$ cat config.mk
export PLATFORM = sky130hd
export DESIGN_NAME = xgmii_to_axis_rx
export DESIGN_NICKNAME = d
export VERILOG_FILES = /design/src/rtl/xgmii_to_axis_rx.sv
export SDC_FILE = /design/constraint.sdc
export NUM_CORES = 1
export LEC_CHECK = 0
export ABC_CLOCK_PERIOD_IN_PS = 5300
export CORE_MARGIN = 1.5
export CORE_UTILIZATION = 43
export CTS_CLUSTER_SIZE = 30
export DETAILED_ROUTE_END_ITERATION = 10
export PLACE_DENSITY = 0.77
export SYNTH_ARGS = -nofsm -noshare
export SYNTH_HDL_FRONTEND = slang
export SYNTH_SLANG_ARGS = --single-unit
$ cat constraint.sdc
create_clock -name clock -period 5.3 [get_ports clock]
set_clock_uncertainty 0.15 [all_clocks]
set_input_delay 1.59 -clock clock [delete_from_list [all_inputs] [get_ports clock]]
set_output_delay 1.59 -clock clock [all_outputs]
set_load 0.01 [all_outputs]
$ cat src/rtl/xgmii_to_axis_rx.sv
// Receive converter: 64-bit XGMII to AXI4-Stream, strips /S/ and repacks frame bytes into 8-byte beats.
// Optional macro XGMII_TO_AXIS_LANE4_START_EN additionally accepts /S/ in lane 4.
module xgmii_to_axis_rx (
  input  logic        clock,
  input  logic        areset,
  input  logic [63:0] xgmii_d,
  input  logic [7:0]  xgmii_c,
  output logic [63:0] maxis_tdata,
  output logic [7:0]  maxis_tkeep,
  output logic        maxis_tvalid,
  output logic        maxis_tlast,
  output logic        maxis_tuser
);
  localparam logic [7:0] CH_START = 8'hFB;
  localparam logic [7:0] CH_TERM  = 8'hFD;

  typedef enum logic [1:0] {IDLE, FRAME, TAIL} state_t;

  state_t      state_q, state_d;
  logic [2:0]  off_q, off_d;
  logic [55:0] hold_q, hold_d;
  logic [7:0]  tail_keep_q, tail_keep_d;
  logic        tail_err_q, tail_err_d;
  logic [63:0] tdata_q, tdata_d;
  logic [7:0]  tkeep_q, tkeep_d;
  logic        tvalid_q, tvalid_d;
  logic        tlast_q, tlast_d;
  logic        tuser_q, tuser_d;

  function automatic logic [7:0] keep_mask(input logic [3:0] n);
    logic [8:0] m;
    m = (9'd1 << n) - 9'd1;
    return m[7:0];
  endfunction

  function automatic logic [55:0] top_bytes(input logic [63:0] w, input logic [2:0] o);
    logic [6:0] sh;
    sh = {4'd8 - {1'b0, o}, 3'b000};
    return 56'(w >> sh);
  endfunction

  logic        start_hit;
  logic [2:0]  start_off;
  logic        ctrl_any;
  logic [2:0]  ctrl_lane;
  logic [7:0]  end_char;
  logic [3:0]  n_tot;
  logic [119:0] ext;

  always_comb begin
    start_hit = 1'b0;
    start_off = 3'd7;
    if (xgmii_c[0] && xgmii_d[7:0] == CH_START) begin
      start_hit = 1'b1;
      start_off = 3'd7;
    end
`ifdef XGMII_TO_AXIS_LANE4_START_EN
    else if (xgmii_c[4] && xgmii_d[39:32] == CH_START) begin
      start_hit = 1'b1;
      start_off = 3'd3;
    end
`endif
  end

  always_comb begin
    ctrl_any  = |xgmii_c;
    ctrl_lane = 3'd0;
    for (int i = 7; i >= 0; i--) begin
      if (xgmii_c[i]) ctrl_lane = 3'(i);
    end
  end

  // Held bytes sit below the new word; bits above 63 are the bytes carried into the next beat.
  assign ext      = ({56'd0, xgmii_d} << {off_q, 3'b000}) | {64'd0, hold_q};
  assign end_char = xgmii_d[{ctrl_lane, 3'b000} +: 8];
  assign n_tot    = {1'b0, off_q} + {1'b0, ctrl_lane};

  always_comb begin
    state_d     = state_q;
    off_d       = off_q;
    hold_d      = hold_q;
    tail_keep_d = tail_keep_q;
    tail_err_d  = tail_err_q;
    tdata_d     = tdata_q;
    tkeep_d     = tkeep_q;
    tvalid_d    = 1'b0;
    tlast_d     = 1'b0;
    tuser_d     = 1'b0;
    case (state_q)
      IDLE: begin
        if (start_hit) begin
          state_d = FRAME;
          off_d   = start_off;
          hold_d  = top_bytes(xgmii_d, start_off);
        end
      end
      FRAME: begin
        tvalid_d = 1'b1;
        tdata_d  = ext[63:0];
        tkeep_d  = 8'hFF;
        hold_d   = ext[119:64];
        if (ctrl_any) begin
          if (n_tot <= 4'd8) begin
            tkeep_d = keep_mask(n_tot);
            tlast_d = 1'b1;
            tuser_d = (end_char != CH_TERM);
            state_d = IDLE;
          end else begin
            tail_keep_d = keep_mask(4'(n_tot - 4'd8));
            tail_err_d  = (end_char != CH_TERM);
            state_d     = TAIL;
          end
        end
      end
      TAIL: begin
        tvalid_d = 1'b1;
        tlast_d  = 1'b1;
        tuser_d  = tail_err_q;
        tdata_d  = {8'd0, hold_q};
        tkeep_d  = tail_keep_q;
        state_d  = IDLE;
        // The tail beat only uses held state, so a new /S/ here can be taken immediately.
        if (start_hit) begin
          state_d = FRAME;
          off_d   = start_off;
          hold_d  = top_bytes(xgmii_d, start_off);
        end
      end
      default: state_d = IDLE;
    endcase
  end

  always_ff @(posedge clock) begin
    if (areset) begin
      state_q  <= IDLE;
      tvalid_q <= 1'b0;
      tlast_q  <= 1'b0;
      tuser_q  <= 1'b0;
      tdata_q  <= 64'd0;
      tkeep_q  <= 8'hFF;
    end else begin
      state_q  <= state_d;
      tvalid_q <= tvalid_d;
      tlast_q  <= tlast_d;
      tuser_q  <= tuser_d;
      tdata_q  <= tdata_d;
      tkeep_q  <= tkeep_d;
    end
  end

  always_ff @(posedge clock) begin
    off_q       <= off_d;
    hold_q      <= hold_d;
    tail_keep_q <= tail_keep_d;
    tail_err_q  <= tail_err_d;
  end

  assign maxis_tdata  = tdata_q;
  assign maxis_tkeep  = tkeep_q;
  assign maxis_tvalid = tvalid_q;
  assign maxis_tlast  = tlast_q;
  assign maxis_tuser  = tuser_q;
endmodule

=== After elaboration in Yosys (flattened, before gate mapping) ===
Cells that the tools add are included.

* Output and inout bits: 75
* Input bits: 74
* Bits in registers: 142
* Word-level logic and storage cells: 63

* Mux-type cells: 27
* Equality and inequality tests: 7
* Bitwise gates (word level): 2
* Add/sub/neg operators: 4
* Shift-type cells: 3
* Reduce and logical (&&, ||, !) cells: 10
* Magnitude comparators: 1

{| class="wikitable"
|+ Operators with widths
! kind !! number
|-
| $pmux 64 s2 || 1
|-
| $or 120x56->120 || 1
|-
| $pmux 56 s2 || 1
|-
| $shiftx 64x7->8 || 1
|-
| $mux 56 || 1
|-
| $mux 3 || 8
|-
| $mux 8 || 2
|-
| $pmux 8 s2 || 1
|-
| $shl 1x4->8 const A || 2
|-
| $sub 8x1->8 const B || 2
|-
| $eq 8x8->1 const B || 1
|-
| $ne 8x8->1 const B || 1
|-
| $reduce_or 8->1 || 1
|-
| $mux 1 || 7
|-
| $mux 2 || 3
|-
| $pmux 2 s3 || 1
|-
| $add 3x3->4 const A || 1
|-
| $le 4x4->1 const B || 1
|-
| $ne 2x2->1 const B || 2
|-
| $pmux 1 s2 || 2
|-
| $reduce_and 2->1 || 2
|-
| $reduce_bool 2->1 || 2
|-
| $reduce_or 2->1 || 2
|-
| $sub 4x4->4 const B || 1
|-
| 7 further kinds || 7
|}

=== Depth between registers and ports, before layout ===
* Depth after elaboration: 14
* Mapped depth: 13

=== Least setup slack after synthesis ===
No wires, ideal clock.

* Kind: input to register
* From: input xgmii_d[5]
* To: register hold_q[0] (enable)
* Data required time: 4656 ps
* Buffers on the path: 0
* Library setup time: 494 ps
* Cell stages on the path: 4
* Arrival time: 4805 ps
* Slack: -149 ps
* Cell sequence: nand3_1 > nor2_1 > nand4_1 > mux2i_1

* Cells in the longest elaborated chain, start to end: 5

{| class="wikitable"
|+ RTL lines
! element !! line !! source
|-
| start, declared || 6 || <nowiki>input logic [63:0] xgmii_d,</nowiki>
|-
| $eq 8x8->1 || 53 || <nowiki>if (xgmii_c[0] && xgmii_d[7:0] == CH_START) begin</nowiki>
|-
| $logic_and 1x1->1 || 53 ||
|-
| $mux 1 || 53 ||
|-
| $ne 2x1->1 (no source line) || - ||
|-
| $reduce_and 2->1 (no source line) || - ||
|-
| end signal, assigned || 153 || <nowiki>hold_q <= hold_d;</nowiki>
|-
| end, declared || 21 || <nowiki>logic [55:0] hold_q, hold_d;</nowiki>
|}

Every way passes these cells.
A chain may end at the register's enable or synchronous reset.

=== Worst setup path in the final report ===
* From: input xgmii_c[4]
* To: register tail_keep_q[4] (data pin)

* Cells in the longest elaborated chain, start to end: 9

{| class="wikitable"
|+ RTL lines
! element !! line !! source
|-
| start, declared || 7 || <nowiki>input logic [7:0] xgmii_c,</nowiki>
|-
| $mux 3 (5 in a row) || 69 || <nowiki>if (xgmii_c[i]) ctrl_lane = 3'(i);</nowiki>
|-
| $add 3x3->4 || 76 || <nowiki>assign n_tot = {1'b0, off_q} + {1'b0, ctrl_lane};</nowiki>
|-
| $sub 4x4->4 || 109 || <nowiki>tail_keep_d = keep_mask(4'(n_tot - 4'd8));</nowiki>
|-
| $shl 1x4->8 || 32 || <nowiki>m = (9'd1 << n) - 9'd1;</nowiki>
|-
| $sub 8x1->8 || 32 ||
|-
| end signal, assigned || 154 || <nowiki>tail_keep_q <= tail_keep_d;</nowiki>
|-
| end, declared || 22 || <nowiki>logic [7:0] tail_keep_q, tail_keep_d;</nowiki>
|}

Every way passes these cells.

==> flow_summary_export.csv <==
group,metric,value,unit
finish,syn2layout_area_growth,41.6,%
die,die_h,115,µm
synthesis,yosysMostFrequentCell,"dfxtp_1",
synthesis,synth_area_leader_cell,"edfxtp_1",
worst_setup_path,cp_max_fo,12,
synthesis,synth_cells,437,
timing,finalHoldViolCount,0,
outcome,status,"finished, final reports clean",
finish,final_layout_size_suffix_gt1_share,8.29,%
worst_hold_path,hp-class,"reg2reg",
global_routing,met1_usage,23.1,%
finish,design_area,7660,µm²
synthesis,avgSynthCellArea,12.4,µm²
worst_setup_path,cpPeakStageDelay,0.55,ns
route,drt_iter0_markers,311,
global_routing,grt_max_degree,67,
clocking,clkSinkCount,142,
timing,worst_slew_pin_slew,1.11,ns
route,drcViolationCount,0,
clocking,clk_pin_slew,0.05,ns
synthesis,synth_flop_cell,"dfxtp_1",
worst_setup_path,crit_type,"in2reg",
worst_setup_path,cp-end-kind,"flop",
synthesis,synth-edff-count,65,
global_routing,gr-usage-met3,5.01,%
synthesis,ys_async_sr_fraction,0,%
timing,finalMaxSlewViolations,0,
synthesis,ys_warn_count,0,
synthesis,synth-seq-cells,142,
worst_setup_path,path_cells,"clkdlybuf4s50_1 > or4_1 > and2_4 > clkinv_2 > ha_1 > nor2b_1 > o21ai_2 > nand2_1 > nand3_1 > ha_1 > a21boi_1 > o21bai_1",
synthesis,syn-cell-area,5410,µm²
clocking,cts_htree_levels,4,
synthesis,synth_fp_nets,520,
placement,dp_hpwl,8.89,mm
timing,setup_viol,0,
worst_setup_path,worstPathRequired,5.31,ns
global_routing,antenna_found_initial,0,
pwr,p_leak,2.58,nW
global_routing,grt_pass1_wl,19.4,mm
global_routing,gr-max-usage-layer,"met2",
clocking,numCtsBuffers,17,
route,dr.pass1.iters,4,
pwr,ir_drop,178,µV
timing,slew_headroom,25.9,%
worst_setup_path,startpoint_type,"primary input",
timing,fin_crit,4.48,ns
die,io_pins,149,
die,coreArea,12200,µm²
timing,timing.setup.tns,0,ns
timing,finalCritPeriodShare,84.5,%
clocking,cts_setup_buffers,0,
clocking,cts-root-buf,"clkbuf_16",
synthesis,netlist_top_cells_area,"edfxtp_1, dfxtp_1, mux2i_1, nor2_1, ha_1",
timing,whs,0.322,ns
worst_setup_path,reg2reg_slack,2.26,ns
clocking,clkLatencyLatePin,0.41,ns
placement,dp.cells,739,
placement,portBuffers,148,
global_routing,grt_overflow,0,
worst_setup_path,arrival,4.49,ns
route,post_drt_wl_per_cell,16.3,µm
worst_setup_path,worst_path_most_repeated_cell,"ha_1",
global_routing,grt_usage,19.4,%
synthesis,yosysTopAreaCellShare,36.1,%
clocking,holdBufCountCts,0,
route,postRouteAntennaNets,0,
synthesis,synthTopCellsByCount,"dfxtp_1, nor2_1, edfxtp_1",
worst_setup_path,crit_slowest_cell,"clkdlybuf4s50_1",
route,routed_wl,12.5,mm
finish,diodes,0,
global_routing,grt.met2_usage,33.0,%
pwr,power_density,318,nW/µm²
synthesis,ys_types,57,
timing,rsz0062_at_grt,"false",
clocking,cts_tree,"done",
timing,max_clock_freq,0.223,GHz
route,num_vias,3853,
finish,nNetsFinal,673,
clocking,cts_resized,0,
finish,nFillCells,972,
clocking,cts_buffer_depth,2,
worst_setup_path,critical_path.top_delay_family,"simple AND/OR/NAND/NOR gates",
die,die_w,115,µm
worst_setup_path,path_buf_inv,2,
die,die-area,13300,µm²
global_routing,grt_pass1_vias,3905,
synthesis,yosysSeqAreaShare,64.6,%
pwr,power,2.43,mW
placement,routabilityCongestion,0.830,
finish,fin_cells,771,
die,initial_core_util,44.5,%
route,avgViaCountPerCell,5.00,
die,rows,40,
run,cap_violations,0,
placement,place_area,7080,µm²
sequential cells by signal (all words and copies together) (netlist names):
name	cells
hold_q	56
maxis_tdata	64
maxis_tkeep	8
maxis_tlast	1
maxis_tuser	1
maxis_tvalid	1
state_q	2
tail_err_q	1
tail_keep_q	8
logic make-up (layout without fill, tap and decap cells):
logic type,count (synthesis),count (layout),synth area share (%)
and+or+nand+nor,136,136,11.7
AOI/OAI and AO/OA,56,56,7.95
xor gates and xnor gates,1,1,0.162
adders and majority gates,9,9,2.08
buffers and inverters,32,198,2.27
DFF,142,142,64.6
muxes,61,61,11.3
power by group:
part	switching, mW	total, mW	internal, mW
clock network	0.425	1.16	0.732
logic	0.0596	0.130	0.0703
registers	0.000641	1.15	1.15
layout by cell type (no fill, tap or decap), drive strengths merged, types with 2 or more instances in the layout:
cell type,count
a21oi,10
buf,4
inv,14
nor4,3
o22ai,6
nand3b,3
mux2i,60
clkinvlp,2
nor3,5
clkdlybuf4s50,147
bufinv,3
a22oi,8
and2,2
ha,9
clkbuf,19
nand4,8
nand2,17
a211oi,3
nand3,4
o221ai,2
or3,3
nand2b,9
o21ai,9
nor2,76
a21o,2
edfxtp,65
dfxtp,77
a221oi,2
o31ai,2
clkinv,9
metal layers:
metal	up-vias	wire, µm
met5	-	0
met4	0	220
met3	18	590
met2	116	6310
met1	1834	5420
li1	1885	-
tightest hold or removal path: stages, from the launching register on:
cell,delay [ns]
edfxtp_1,0.31
o22ai_1,0.07
nand2b_1,0.06
layout make-up:
type	instances	area, µm²	share of cell area (%)
sequential	142	3490	45.6
clock inverter	13	148	1.93
clock buffer	19	433	5.65
tap	168	210	2.74
inverter	15	57.6	0.751
multi-input combinational	263	1820	23.8
timing repair buffer	151	1500	19.6
final timing paths:
check                  from               to  depth (start not counted)
max              xgmii_c[4]   tail_keep_q[4]                         12
min          tail_keep_q[0]   maxis_tkeep[0]                          2
max reg2reg      state_q[1]  maxis_tdata[59]                          6
min reg2reg  tail_keep_q[0]   maxis_tkeep[0]                          2
through the flow:
step | utilization (%) | setup WS [ns]
after floorplan | - | 0.919
after global placement | 58.2 | 0.534
after detailed placement | 58.2 | 0.459
after CTS | 63.0 | 0.873
after global routing | 63.0 | 0.594
final | 63.0 | 0.820
(Power assumes the default switching activity.)
